--- src/rtl/comparador_serial_id.sv ---
// Bit-serial MSB-first unsigned magnitude comparator.
// Latches both operands on start and scans one bit per clock, so each comparison takes WIDTH cycles.
module comparador_serial_id #(
    parameter int unsigned WIDTH = 8
) (
    input  logic             clk,
    input  logic             rst_n,
    input  logic             start,
    input  logic [WIDTH-1:0] a_in,
    input  logic [WIDTH-1:0] b_in,
    output logic             busy,
    output logic             done,
    output logic             lt,
    output logic             eq,
    output logic             gt
);
    localparam int unsigned CntW = $clog2(WIDTH);
    localparam logic [CntW-1:0] CntLast = CntW'(WIDTH - 1);

    if (WIDTH < 2 || WIDTH > 32) begin : g_bad_width
        $error("comparador_serial_id: WIDTH must be in 2..32");
    end

    typedef enum logic [1:0] {StIdle, StCompare, StDone} state_e;

    state_e           state;
    logic [WIDTH-1:0] sa;
    logic [WIDTH-1:0] sb;
    logic [CntW-1:0]  cnt;
    logic             dec_lt;
    logic             dec_gt;

    logic bit_a;
    logic bit_b;
    logic decided;
    logic nxt_lt;
    logic nxt_gt;

    // Once either flag is set, the first differing bit has decided and later bits are ignored.
    always_comb begin
        bit_a   = sa[WIDTH-1];
        bit_b   = sb[WIDTH-1];
        decided = dec_lt | dec_gt;
        nxt_gt  = decided ? dec_gt : (bit_a & ~bit_b);
        nxt_lt  = decided ? dec_lt : (~bit_a & bit_b);
    end

    always_ff @(posedge clk or negedge rst_n) begin
        if (!rst_n) begin
            state  <= StIdle;
            sa     <= '0;
            sb     <= '0;
            cnt    <= '0;
            dec_lt <= 1'b0;
            dec_gt <= 1'b0;
            lt     <= 1'b0;
            eq     <= 1'b0;
            gt     <= 1'b0;
        end else begin
            unique case (state)
                StIdle, StDone: begin
                    if (start) begin
                        sa     <= a_in;
                        sb     <= b_in;
                        dec_lt <= 1'b0;
                        dec_gt <= 1'b0;
                        cnt    <= CntLast;
                        state  <= StCompare;
                    end else begin
                        state <= StIdle;
                    end
                end
                StCompare: begin
                    dec_lt <= nxt_lt;
                    dec_gt <= nxt_gt;
                    sa     <= {sa[WIDTH-2:0], 1'b0};
                    sb     <= {sb[WIDTH-2:0], 1'b0};
                    // Fixed latency: leave only after the LSB, even if the MSB already decided.
                    if (cnt == '0) begin
                        state <= StDone;
                        lt    <= nxt_lt;
                        gt    <= nxt_gt;
                        eq    <= ~(nxt_lt | nxt_gt);
                    end else begin
                        cnt <= cnt - 1'b1;
                    end
                end
                default: state <= StIdle;
            endcase
        end
    end

    assign busy = (state == StCompare);
    assign done = (state == StDone);

endmodule

--- config.mk ---
export PLATFORM = sky130hd
export DESIGN_NAME = comparador_serial_id
export DESIGN_NICKNAME = d
export VERILOG_FILES = /design/src/rtl/comparador_serial_id.sv
export SDC_FILE = /design/constraint.sdc
export NUM_CORES = 1
export LEC_CHECK = 0
export ABC_AREA = 1
export CORE_UTILIZATION = 30
export DETAILED_ROUTE_END_ITERATION = 7
export SETUP_SLACK_MARGIN = 0.3
export SLEW_MARGIN = 20
export SYNTH_ARGS = -nofsm -noshare
export SYNTH_HDL_FRONTEND = slang
export SYNTH_SLANG_ARGS = --single-unit
--- constraint.sdc ---
create_clock -name clk -period 1.5 [get_ports clk]
set_input_delay 0.15 -clock clk [delete_from_list [all_inputs] [get_ports clk]]
set_output_delay 0.15 -clock clk [all_outputs]
set_load 0.005 [all_outputs]
== Word-level counts from Yosys, hierarchy flattened ==
Index checks and enable logic that the tools add are counted.

* Add/sub/neg operators: 1
* Equality and inequality tests: 5
* Multiplexer cells: 15
* Bitwise logic cells: 7
* Reductions and logical operators: 7

{| class="wikitable"
|+ Operators by type and width
! kind !! number
|-
| $pmux W8 S2 || 2
|-
| $mux W8 || 2
|-
| $mux W3 || 2
|-
| $pmux W3 S2 || 1
|-
| $mux W1 || 4
|-
| $ne A2 B2 Y1 const B || 2
|-
| $pmux W1 S2 || 2
|-
| $pmux W2 S2 || 1
|-
| $reduce_and A2 Y1 || 2
|-
| $logic_not A3 Y1 || 1
|-
| $not A1 Y1 || 3
|-
| $reduce_and A3 Y1 || 1
|-
| $sub A3 B1 Y3 const B || 1
|-
| $and A1 B1 Y1 || 2
|-
| $eq A2 B1 Y1 const B || 1
|-
| $eq A2 B2 Y1 const B || 1
|-
| $logic_not A2 Y1 || 1
|-
| $mux W2 || 1
|-
| $ne A2 B1 Y1 const B || 1
|-
| $or A1 B1 Y1 || 2
|-
| $reduce_bool A2 Y1 || 1
|-
| $reduce_or A2 Y1 || 1
|}

* Flip-flop bits (word level): 26
* Input bits: 19
* Output and inout bits: 5
* Logic and storage cells: 44

== Logic depth before layout (Yosys ltp) ==
* Depth in word-level cells: 5
* Mapped depth: 7
* Mapped depth without buffers: 7

== Worst setup path after synthesis ==
OpenSTA, ideal clock, no wires.

* Path type: reg2reg
* Start: reg cnt[0]
* End: reg cnt[0]
* Library setup time: 117 ps
* Arrival time: 956 ps
* Data required time: 1,383 ps
* Setup slack: 427 ps
* Stages on the path, launching flop included: 8
* Buffers on the path: 0
* Period minus slack after synthesis: 1,073 ps
* Cell sequence: dfrtp_1 inv_1 ha_1 nand2_1 nand2_1 nand2_2 nor2_1 nor2_1

* Cells in the longest elaborated chain, start to end: 3
* Elaborated cells between the ends (all ways): 6
* Classes of those cells: add/sub: 1; eq/ne: 1; mux: 2; reduce/logical: 2

{| class="wikitable"
|+ Ends and longest elaborated chain
! item !! RTL line !! text
|-
| from (decl) || 29 || <nowiki>logic [CntW-1:0] cnt;</nowiki>
|-
| from (signal assigned) || 67 || <nowiki>cnt <= CntLast;</nowiki>
|-
| from (signal assigned) || 85 || <nowiki>cnt <= cnt - 1'b1;</nowiki>
|-
| $sub A3 B1 Y3 or $logic_not A3 Y1 (tied branches) || 85, 79 ||
|-
| $mux W3 or $ne A2 B2 Y1 (tied branches) || n/a ||
|-
| $pmux W3 S2 or $reduce_and A3 Y1 (tied branches) || n/a ||
|}

Parallel ways exist; a longest one is shown, timed or not. The select of a mux whose other input is x is not followed.
A chain may end at the register's enable or synchronous reset.

== Final worst setup path ==
* Start: reg state[0]
* End: reg sb[7]

* Cells in the longest elaborated chain, start to end: 4
* Elaborated cells between the ends (all ways): 8
* Classes of those cells: eq/ne: 3; mux: 1; reduce/logical: 4

{| class="wikitable"
|+ Ends and longest elaborated chain
! item !! RTL line !! text
|-
| from (decl) || 26 || <nowiki>state_e state;</nowiki>
|-
| from (signal assigned) || 50 || <nowiki>state <= StIdle;</nowiki>
|-
| from (signal assigned) || 68 || <nowiki>state <= StCompare;</nowiki>
|-
| from (signal assigned) || 70 || <nowiki>state <= StIdle;</nowiki>
|-
| $eq A2 B2 Y1 or $logic_not A2 Y1 (tied branches) || 60 || <nowiki>unique case (state)</nowiki>
|-
| $reduce_or A2 Y1 || 60 ||
|-
| $ne A2 B2 Y1 (no source line) or $reduce_bool A2 Y1 (tied branches) || n/a ||
|-
| $reduce_and A2 Y1 (no source line) || n/a ||
|-
| to (signal assigned) || 64 || <nowiki>sb <= b_in;</nowiki>
|-
| to (signal assigned) || 77 || <nowiki>sb <= {sb[WIDTH-2:0], 1'b0};</nowiki>
|-
| to (decl) || 28 || <nowiki>logic [WIDTH-1:0] sb;</nowiki>
|}

Parallel ways exist; a longest one is shown, timed or not.

==> results by group <==
Logic synthesis
  • Most common cell in the netlist: nand2_1
  • #FFs+latches synth: 26
  • Synthesized Nets: between 150 and 200
  • EDFF count, synth: 0
  • Largest family of logic cells by synthesized area: simple AND/OR/NAND/NOR gates
  • Post-synthesis xor/xnor area fraction: 0
  • Mux contribution to synthesized area: 0
  • Async set-reset flop share out of synthesis: 1.00
  • Seq/Total Area, Yosys: 0.497
  • Area leader, netlist: dfrtp_1
  • Top-area cell type share of the netlist area: 0.497
  • Top post-synthesis cells by count: nand2_1 (43), inv_1 (33), dfrtp_1 (26)
  • Top_reg_cell synth: dfrtp_1
  • Synthesized area per cell: 7.88 µm²
  • Yosys cell types: 16
  • Simple-Gate Fraction of Synth Area: 0.252
  • Post-Synth Adder-Cell Area: 0.0191
  • Cells after Synth: 166
  • Synth area leaders: dfrtp_1 (50%), nand2_1 (12%), inv_1 (9.5%)
  • Synth Area in Compound Gates: 0.0899
  • Yosys warns: 0
  • Post-Syn Area: 1310 µm²

Clock tree
  • Max Buffers Root-to-Sink: 2
  • TritonCTS Buffers: 3
  • Clock latency on the worst-skew pair: 0.27 ns
  • Clock slew at reported path FFs: around 0.090 ns
  • Clock tree root buffer cell: clkbuf_8
  • Clock sink total: 26
  • TritonCTS clock tree: done
  • Cts hold-fix bufs: 0
  • CTS H-tree depth: 1

Route
  • Per-cell routed wire length: 10.3 µm
  • Total routed wirelength: roughly 2.6 mm
  • Drt pass-1 iters: 4
  • DR iter-0 viols: 31
  • Vias/cell: 4.29
  • # DRC: 0
  • Post-DRT Antenna Nets: 0
  • Via count: 1073

Setup path
  • Crit path cell chain: inv_2 > nor2_4 > buf_6 > clkbuf_16 > nor3_1 > nor2_1
  • Critical path's largest stage delay: 0.41 ns
  • WP data required: 1.66 ns
  • Reg2reg start: state[0]$_DFFE_PN0P_
  • R2r setup slk: around 0.34 ns
  • Capturing point of the worst reg2reg path: sb[7]$_DFFE_PN0P_
  • Critical path's slowest cell: dfrtp_1
  • CP startpoint kind: flop
  • Reg2reg path depth: 6
  • Worst Path Class, Setup: flop to flop
  • Crit path DAT: around 1.3 ns
  • Setup crit end kind: flop
  • Max Fanout on Critical Path: 9

Global route
  • GRT Overall Usage: 0.133
  • Pin count of the biggest net entering global routing: 27
  • GR Layer Usage met2: 0.229
  • First-pass GRT wire length: 4.54 mm
  • Met3 usage: 0.0250
  • GRT Max-Usage Layer: met2
  • Total gr overflow: 0
  • Vias in the first global route: 1048
  • Initial antenna violation count: 0
  • Met1 usage: 0.163

Min path
  • Worst min path class: input port to async pin

STA
  • Highest clock rate: 862 MHz
  • Final hold violations: 0
  • Final period util: 0.774
  • Max Slew Vio Count: 0
  • TNS Setup: 0 ns
  • Worst slew pin tran: 0.330 ns
  • Worst slew margin: 0.780
  • Final hold slack: between 0.2 and 0.25 ns
  • Clock Skew: 0.00427 ns
  • RSZ-0062 raised after global routing: yes
  • Final setup vio count: 0
  • Tmin final: 1.16 ns

Floorplanning
  • Die X: 68.1 µm
  • Top Ports: 24
  • Die height: 68.1 µm
  • Die footprint: roughly 4600 µm²
  • Starting Density: 0.320
  • Placeable core area: 4090 µm²
  • Rows: 23

Placement
  • DPL Wire Length: 1.78 mm
  • IO buf count: 23
  • Final GP Congestion: 0.823
  • Placed Instance Area: about 1600 µm²

Power and ir drop
  • Total power: a little under 0.004 W
  • Leak: 0.931 nW
  • Pwr Density: 2170 nW/µm²
  • Max rail drop VDD: 0.743 mV

Final layout
  • Antenna cells: 0
  • Layout area overhead: 36.1%
  • Final instance area: 1780 µm²
  • Layout cell share with drive strength beyond 1: 0.175
  • Post-layout nets: 222
  • Fill cell count: 429

Outcome
  • Run status: completed

Run
  • Maxcap violations: 0
[where the power goes]
group          internal (W)  total (W)  switching [W]
clock              0.000357   0.000574       0.000217
combinational      0.000969    0.00211        0.00114
sequential          0.00105    0.00118       0.000133
total               0.00237    0.00386        0.00149
[area by class of cell]
cell class	instances	area, µm²	share of cell area
timing repair buffer	36	375	0.211
clock inverter	1	30.0	0.0169
inverter	35	131	0.0737
multi-input combinational	99	490	0.275
clock buffer	3	41.3	0.0232
tap	50	62.6	0.0351
sequential	26	651	0.365
[worst max-delay path by stage]
| stage | slack (ns) | startpoint | endpoint | cells after the start |
|---|---|---|---|---|
| finish | 0.34 | state[0]$_DFFE_PN0P_ | sb[7]$_DFFE_PN0P_ | 6 |
| global route | 0.25 | cnt[0]$_DFFE_PN0P_ | cnt[2]$_DFFE_PN0P_ | 7 |
| CTS | 0.25 | state[0]$_DFFE_PN0P_ | busy | 3 |
| detailed placement | 0.19 | start | sa[5]$_DFFE_PN0P_ | 6 |
| global placement | 0.22 | start | sa[4]$_DFFE_PN0P_ | 6 |
| floorplan | 0.43 | cnt[0]$_DFFE_PN0P_ | cnt[0]$_DFFE_PN0P_ | 7 |
[stage by stage]
| stage | instances | setup WS (ns) | utilization |
|---|---|---|---|
| after CTS | 247 | 0.253 | 0.418 |
| after detailed placement | 238 | 0.186 | 0.391 |
| after floorplan | 166 | 0.427 | - |
| after global placement | 238 | 0.216 | 0.391 |
| final | 250 | 0.339 | 0.436 |
| after global routing | 250 | 0.245 | 0.436 |
[logic make-up after synthesis]
kind of cell | Yosys count
and+or+nand+nor | 75
buffers and inverters | 41
DFF | 26
AOI/OAI and AO/OA | 22
adders and majority gates | 2
[placed cells by master (no fill, tap or decap), types with 3 or more instances in the layout]
master / count
inv_1: 30
nand2_2: 4
clkbuf_8: 3
buf_6: 3
buf_4: 6
clkdlybuf4s50_1: 18
dlygate4sd2_1: 3
inv_2: 5
nor2_1: 7
nand2_1: 41
dfrtp_1: 26
o21ai_1: 19
nand3_1: 17
[critical path, delay by kind of cell, from the launching register on]
kind                   cells  cell delay, ns
buffers and inverters      3            0.40
DFF                        1            0.41
and+or+nand+nor            3            0.24
[routing by layer]
| layer | part of all wire | vias up |
|---|---|---|
| met2 | 0.48 | 16 |
| met3 | 0.026 | 2 |
| met4 | 0.0093 | 0 |
| met1 | 0.49 | 482 |
| met5 | 0 | - |
| li1 | - | 573 |
[state kept, by name, indices dropped and copies added (netlist names)]
signal,cells
state,2
cnt,3
sb,8
lt,1
eq,1
gt,1
dec_lt,1
dec_gt,1
sa,8
[repair_timing]
action,in CTS,in global routing
gates cloned,0,1
setup endpoints to repair,10,23
pin swaps,1,0
setup buffers,5,2
gates resized for setup,10,16
Note: power is estimated with default switching activity, not from simulation.
